`src/rtl/ritc_auto_train.sv`:
```
// Automatic ISERDES bitslip alignment sweep for the RITC digitizer lanes.
// Optional macro RITC_TRAIN_SKIPMASK_EN adds skip_mask_i to bypass selected lanes.
module ritc_auto_train #(
  parameter int unsigned NCH          = 3,
  parameter int unsigned NBITS        = 12,
  parameter int unsigned NSAMP        = 4,
  parameter logic [2*NSAMP-1:0] PATTERN = 8'hF0,
  parameter int unsigned MATCH_COUNT  = 16,
  parameter int unsigned MAX_SLIP     = 7,
  parameter int unsigned SETTLE_CYC   = 7,
  parameter int unsigned WORD_TIMEOUT = 64
) (
  input  logic                         CLK,
  input  logic                         rst_n_i,
  input  logic                         start_i,
  input  logic                         SYNC,
  input  logic [NCH*NBITS*NSAMP-1:0]   data_i,
`ifdef RITC_TRAIN_SKIPMASK_EN
  input  logic [NCH*NBITS-1:0]         skip_mask_i,
`endif
  output logic                         bitslip_o,
  output logic [5:0]                   bitslip_addr_o,
  output logic                         busy_o,
  output logic                         done_o,
  output logic                         fail_o,
  output logic                         sync_err_o,
  output logic [NCH*NBITS-1:0]         fail_map_o,
  input  logic [5:0]                   stat_addr_i,
  output logic [7:0]                   stat_dat_o
);

  localparam int unsigned NLANE = NCH * NBITS;
  localparam int unsigned DW    = NLANE * NSAMP;
  localparam int unsigned LW    = $clog2(NLANE);
  localparam int unsigned DIW   = $clog2(DW);

  typedef enum logic [2:0] {
    S_IDLE, S_CLEAR, S_SELECT, S_COMPARE, S_SLIP, S_SETTLE, S_NEXT, S_DONE
  } state_t;

  state_t               state;
  logic [1:0]           ch_r;
  logic [3:0]           bt_r;
  logic [15:0]          wait_cnt;
  logic [7:0]           match_cnt;
  logic [3:0]           slip_cnt;
  logic                 lane_lock, lane_fail;
  logic [7:0]           stat_mem [NLANE];

  logic [DW-1:0]        data_r;
  logic [NSAMP-1:0]     samp_r, lo_r;
  logic                 sync_d1, sync_d2, sync_d3;
  logic                 word_vld;
  logic [2*NSAMP-1:0]   word_r;

  logic [31:0]          lane_off;
  logic [LW-1:0]        lane_idx;
  logic                 last_lane;
  logic                 lane_skip;
  logic                 rd_ok;
  logic [LW-1:0]        rd_idx;

  assign bitslip_addr_o = {ch_r, bt_r};

  always_comb begin
    lane_off  = 32'(ch_r) * NBITS * NSAMP + 32'(bt_r);
    lane_idx  = LW'(32'(ch_r) * NBITS + 32'(bt_r));
    last_lane = (32'(ch_r) == NCH - 1) && (32'(bt_r) == NBITS - 1);
    rd_ok     = (32'(stat_addr_i[5:4]) < NCH) && (32'(stat_addr_i[3:0]) < NBITS);
    rd_idx    = LW'(32'(stat_addr_i[5:4]) * NBITS + 32'(stat_addr_i[3:0]));
  end

`ifdef RITC_TRAIN_SKIPMASK_EN
  assign lane_skip = skip_mask_i[lane_idx];
`else
  assign lane_skip = 1'b0;
`endif

  // SYNC is delayed alongside the data so framing stays aligned with the muxed samples.
  always_ff @(posedge CLK or negedge rst_n_i) begin
    if (!rst_n_i) begin
      data_r   <= '0;
      samp_r   <= '0;
      lo_r     <= '0;
      sync_d1  <= 1'b0;
      sync_d2  <= 1'b0;
      sync_d3  <= 1'b0;
      word_vld <= 1'b0;
      word_r   <= '0;
    end else begin
      data_r  <= data_i;
      sync_d1 <= SYNC;
      sync_d2 <= sync_d1;
      sync_d3 <= sync_d2;
      for (int unsigned s = 0; s < NSAMP; s++)
        samp_r[s] <= data_r[DIW'(lane_off + s * NBITS)];
      if (sync_d2)
        lo_r <= samp_r;
      word_vld <= !sync_d2 && sync_d3;
      word_r   <= {samp_r, lo_r};
    end
  end

  always_ff @(posedge CLK or negedge rst_n_i) begin
    if (!rst_n_i) begin
      state      <= S_IDLE;
      ch_r       <= '0;
      bt_r       <= '0;
      wait_cnt   <= '0;
      match_cnt  <= '0;
      slip_cnt   <= '0;
      lane_lock  <= 1'b0;
      lane_fail  <= 1'b0;
      bitslip_o  <= 1'b0;
      busy_o     <= 1'b0;
      done_o     <= 1'b0;
      fail_o     <= 1'b0;
      sync_err_o <= 1'b0;
      fail_map_o <= '0;
      for (int unsigned l = 0; l < NLANE; l++)
        stat_mem[l] <= '0;
    end else begin
      bitslip_o <= 1'b0;
      done_o    <= 1'b0;
      unique case (state)
        S_IDLE: begin
          if (start_i) begin
            busy_o <= 1'b1;
            state  <= S_CLEAR;
          end
        end
        S_CLEAR: begin
          fail_map_o <= '0;
          fail_o     <= 1'b0;
          sync_err_o <= 1'b0;
          for (int unsigned l = 0; l < NLANE; l++)
            stat_mem[l] <= '0;
          ch_r     <= '0;
          bt_r     <= '0;
          wait_cnt <= '0;
          state    <= S_SELECT;
        end
        S_SELECT: begin
          match_cnt <= '0;
          slip_cnt  <= '0;
          lane_lock <= 1'b0;
          lane_fail <= 1'b0;
          if (wait_cnt == 16'd3) begin
            wait_cnt <= '0;
            state    <= lane_skip ? S_NEXT : S_COMPARE;
          end else begin
            wait_cnt <= wait_cnt + 16'd1;
          end
        end
        S_COMPARE: begin
          if (word_vld) begin
            wait_cnt <= '0;
            if (word_r == PATTERN) begin
              if (match_cnt == 8'(MATCH_COUNT - 1)) begin
                lane_lock <= 1'b1;
                state     <= S_NEXT;
              end else begin
                match_cnt <= match_cnt + 8'd1;
              end
            end else begin
              match_cnt <= '0;
              if (slip_cnt == 4'(MAX_SLIP)) begin
                lane_fail <= 1'b1;
                state     <= S_NEXT;
              end else begin
                state <= S_SLIP;
              end
            end
          end else if (wait_cnt == 16'(WORD_TIMEOUT - 1)) begin
            sync_err_o <= 1'b1;
            lane_fail  <= 1'b1;
            state      <= S_NEXT;
          end else begin
            wait_cnt <= wait_cnt + 16'd1;
          end
        end
        S_SLIP: begin
          bitslip_o <= 1'b1;
          slip_cnt  <= slip_cnt + 4'd1;
          wait_cnt  <= '0;
          state     <= S_SETTLE;
        end
        S_SETTLE: begin
          if (wait_cnt == 16'(SETTLE_CYC - 1)) begin
            wait_cnt <= '0;
            state    <= S_COMPARE;
          end else begin
            wait_cnt <= wait_cnt + 16'd1;
          end
        end
        S_NEXT: begin
          stat_mem[lane_idx]   <= {lane_lock, lane_fail, 2'b00, slip_cnt};
          fail_map_o[lane_idx] <= lane_fail;
          if (lane_fail)
            fail_o <= 1'b1;
          wait_cnt <= '0;
          if (last_lane) begin
            done_o <= 1'b1;
            state  <= S_DONE;
          end else begin
            if (32'(bt_r) == NBITS - 1) begin
              bt_r <= '0;
              ch_r <= ch_r + 2'd1;
            end else begin
              bt_r <= bt_r + 4'd1;
            end
            state <= S_SELECT;
          end
        end
        S_DONE: begin
          busy_o <= 1'b0;
          state  <= S_IDLE;
        end
        default: state <= S_IDLE;
      endcase
    end
  end

  always_ff @(posedge CLK or negedge rst_n_i) begin
    if (!rst_n_i)
      stat_dat_o <= '0;
    else
      stat_dat_o <= rd_ok ? stat_mem[rd_idx] : '0;
  end

endmodule

```
`config.mk`:
```
export PLATFORM = sky130hd
export DESIGN_NAME = ritc_auto_train
export DESIGN_NICKNAME = d
export VERILOG_FILES = /design/src/rtl/ritc_auto_train.sv
export SDC_FILE = /design/constraint.sdc
export NUM_CORES = 1
export LEC_CHECK = 0
export BUFFER_PORTS_ARGS = -buffer_cell sky130_fd_sc_hd__buf_2
export CAP_MARGIN = 30
export CORE_MARGIN = 2
export CORE_UTILIZATION = 54
export DETAILED_ROUTE_END_ITERATION = 10
export PLACE_DENSITY = 0.83
export SLEW_MARGIN = 10
export SYNTH_ARGS = -nofsm -noshare
export SYNTH_HDL_FRONTEND = slang
export SYNTH_SLANG_ARGS = --single-unit
```
`constraint.sdc`:
```
create_clock -name CLK -period 3.13 [get_ports CLK]
set_input_delay 0.1565 -clock CLK [delete_from_list [all_inputs] [get_ports CLK]]
set_output_delay 0.1565 -clock CLK [all_outputs]
set_load 0.05 [all_outputs]
```
==> summary.txt <==
Run status
  – Status: finished, final reports clean

Setup path
  – Start of the worst register-to-register path: bt_r[1]
  – Worst-path maximum fanout: approximately 40
  – Startpoint kind of the worst setup timing path: flip-flop
  – Terminus of the critical flop-to-flop path: samp_r[3]
  – Endpoint kind of the worst setup timing path: flip-flop
  – Type of the worst setup path: reg2reg
  – Req. time, crit path: about 3.6 ns
  – Reg2reg path depth: 9
  – Worst Path Arrival: between 3 and 4 ns
  – Worst setup slack for register-to-register paths: 0.11 ns

Detailed routing
  – DRC: 0
  – Drt wl/cell: 21.8 um
  – Final antenna-violating net count: 0
  – Total via count after detailed routing: between 15000 and 20000
  – Post-detailed-route via-to-cell ratio: 6.14
  – Initial DRC Count: between 1500 and 2000
  – Number of optimization iterations in the first detailed-route pass: 6
  – Detailed-route wire length: between 50000 and 60000 um

Run
  – Max cap viols: 0

Yosys
  – Yosys warning total: 0
  – Library cell occupying the most area in the post-synthesis netlist: dfrtp_1
  – Dominant cell by count in the synthesized netlist: dfrtp_1
  – Post-Syn Nets: 2085
  – Seq/Total Area, Yosys: 0.531
  – Largest cells by area after synthesis: dfrtp_1, mux4_2, nand2_1
  – Post-synthesis cell count: 1906
  – Post-synth top flop: dfrtp_1
  – Number of synthesized flops with an enable pin: 0
  – Post-Syn Area per Cell: between 10 and 15 sq um
  – Async set or reset register ratio after synthesis: 1.00
  – Mapped Area: around 20000 sq um
  – Top cell types by occurrence after synthesis: dfrtp_1, nand2_1, o21ai_1, o21ai_0, mux4_2
  – Post-synthesis sequential element count: roughly 430
  – Distinct cell type count after synthesis: 76
  – Fraction of post-synthesis cell area in the top cell type by area: 0.531

Power
  – Worst vdd rail ir drop: 0.000550 V
  – Power density normalized to cell area: approximately 660 nW/um^2
  – Post-layout power: approximately 0.016 W
  – Leakage: around 11 nW

Clock network
  – Root Buffer: clkbuf_16
  – Buffers from clock root to sink, at most: 3
  – Clock tree sinks: 431
  – Number of buffers created by CTS: 44
  – CTS H-tree lvls: 2
  – CTS clk-pin slew, worst paths: 0.06 ns
  – Clock tree from TritonCTS: done
  – Clock latency of the later-clocked register in the worst-skew pair: just under 0.6 ns

Worst hold path
  – Worst min-delay path endpoint: stat_dat_o[1]
  – Worst min-delay path startpoint: stat_addr_i[2]
  – Class of the tightest hold or removal check: in2reg
  – Worst hold path depth: 3

Timing
  – Rel. slew slack: 0.442
  – Final clock skew: 0.0305 ns
  – Transition at the pin with the smallest max-transition slack: roughly 0.83 ns
  – Post-route minimum period: between 3 and 4 ns
  – Total Negative Setup Slacks: 0 ns
  – Total of endpoints with negative setup slack in the final report: 0
  – Maximum frequency from static timing analysis: roughly 0.33 GHz
  – Total count of max-transition violations in the final report: 0
  – Post-route setup slack: 0.114 ns
  – Setup repair after global routing missed its margin: false
  – Hold Slack: between 0.01 and 0.015 ns
  – Number of hold-slack violations in the final timing report: 0
  – Final period util: 0.964

Cells and area
  – Utilization of the core after routing: 0.665
  – Area Overhead vs Synth: 22.2%
  – Total number of nets in the final design: between 2000 and 2500
  – Antenna Cells: 0
  – Proportion of layout cells with a drive suffix above 1: 0.212

GRT
  – Congestion Overflow GR: 0
  – Global-route wire length before repair: 93200 um
  – Total routing usage reported by global routing: 0.308
  – Vias in the first global route: ~17000
  – Initial antenna violation count: 2
  – Maximum number of pins on one net before global-route repair: a little over 80

Placement
  – Final estimated routing congestion in global placement: approximately 0.95
  – Number of input and output port buffers inserted: between 200 and 250
  – Post-placement worst setup slack: between 0.06 and 0.07 ns
  – Detailed placer's ending HPWL: between 30000 and 40000 um

Die
  – Die X-Extent: slightly below 200 um
  – Count of boundary I/O pins: 209
  – Core area: between 30000 and 40000 sq um
  – Row count: 71
  – Die Y: between 150 and 200 um
  – Initial Util: 0.544
  – DIE AREA: just under 40000 sq um
[sequential cells by signal, summed over array words and instances, names as in the netlist, 7 cells and up]
name and flops:
stat_mem 181, word_r 8, match_cnt 8, data_r 144
fail_map_o 35, wait_cnt 16, stat_dat_o 7
[how the worst max path moves through the flow]
stage | endpoint | startpoint | slack [ns]
2_1_floorplan | fail_map_o[29] | ch_r[0] | 0.03
3_3_place_gp | fail_map_o[9] | ch_r[0] | 0.17
3_5_place_dp | stat_mem[216] | ch_r[0] | 0.07
4_1_cts | stat_mem[208] | ch_r[0] | 0.02
5_1_grt | fail_map_o[30] | ch_r[0] | 0.005
6_report | samp_r[3] | bt_r[1] | 0.11
[final cells by class]
cell class | instances | area [sq um]
multi-input cells | 1275 | 8500
fillers | 2554 | 12500
repair buffers | 434 | 3230
clock buffers | 64 | 1320
well taps | 474 | 593
inverters | 22 | 82.6
flip-flops and latches | 431 | 10800
clock inverters | 14 | 277
[routing by layer]
layer,share of wire,GRT usage,vias up
met5,0.00042,0,-
met4,0.053,0.160,4
met3,0.088,0.0726,235
met2,0.48,0.505,994
met1,0.38,0.384,8155
li1,-,-,7269
[layout by cell type (no fill, tap or decap), types with 20 or more instances in the layout]
cell,count
mux2i_1,76
nor2_1,71
mux2_2,22
mux4_2,78
a22oi_1,30
nor3_1,28
buf_4,71
o21ai_1,140
nand2_1,405
dfrtp_1,428
a21oi_1,21
nand3_1,64
buf_2,206
ha_1,23
clkbuf_16,45
o22ai_1,33
inv_1,20
dlygate4sd3_1,147
o21ai_0,100
[power breakdown]
| part | switching (W) | internal [W] | leakage, nW |
|---|---|---|---|
| clock network | 0.00222 | 0.00357 | 0.782 |
| logic | 0.00286 | 0.00163 | 4.76 |
| registers | 0.000318 | 0.00589 | 5.61 |
| total | 0.00540 | 0.0111 | 11.2 |
[critical path: stages (launching register included)]
cell and delay [ns]:
dfrtp_4 0.86, buf_4 0.30, buf_4 0.22, mux2i_1 0.41, a22oi_1 0.16, nand2_1 0.15, nor3_1 0.07, a311oi_1 0.36
o211ai_1 0.13, and3_1 0.18
[what timing repair did]
action	in CTS	in global routing
setup endpoints to repair	0	47
gates resized for setup	0	0
setup buffers	0	1
hold endpoints to repair	218	0
hold buffers	147	0
[stage by stage]
step | cells | instance area (sq um)
finish | 2714 | 24800
global route | 2714 | 24800
CTS | 2713 | 24800
detailed placement | 2488 | 21700
global placement | 2488 | 21700
floorplan | 1906 | 20300
[cell families after synthesis]
logic type      after synthesis  share of synthesized area
compound gates              387                      0.111
simple gates                660                      0.142
buf+inv                     200                     0.0502
xor+xnor                     16                    0.00764
fa+ha+maj                    25                     0.0162
other cells                   1                   0.000185
mux                         186                      0.142
flops                       431                      0.531
(Power assumes the default switching activity.)
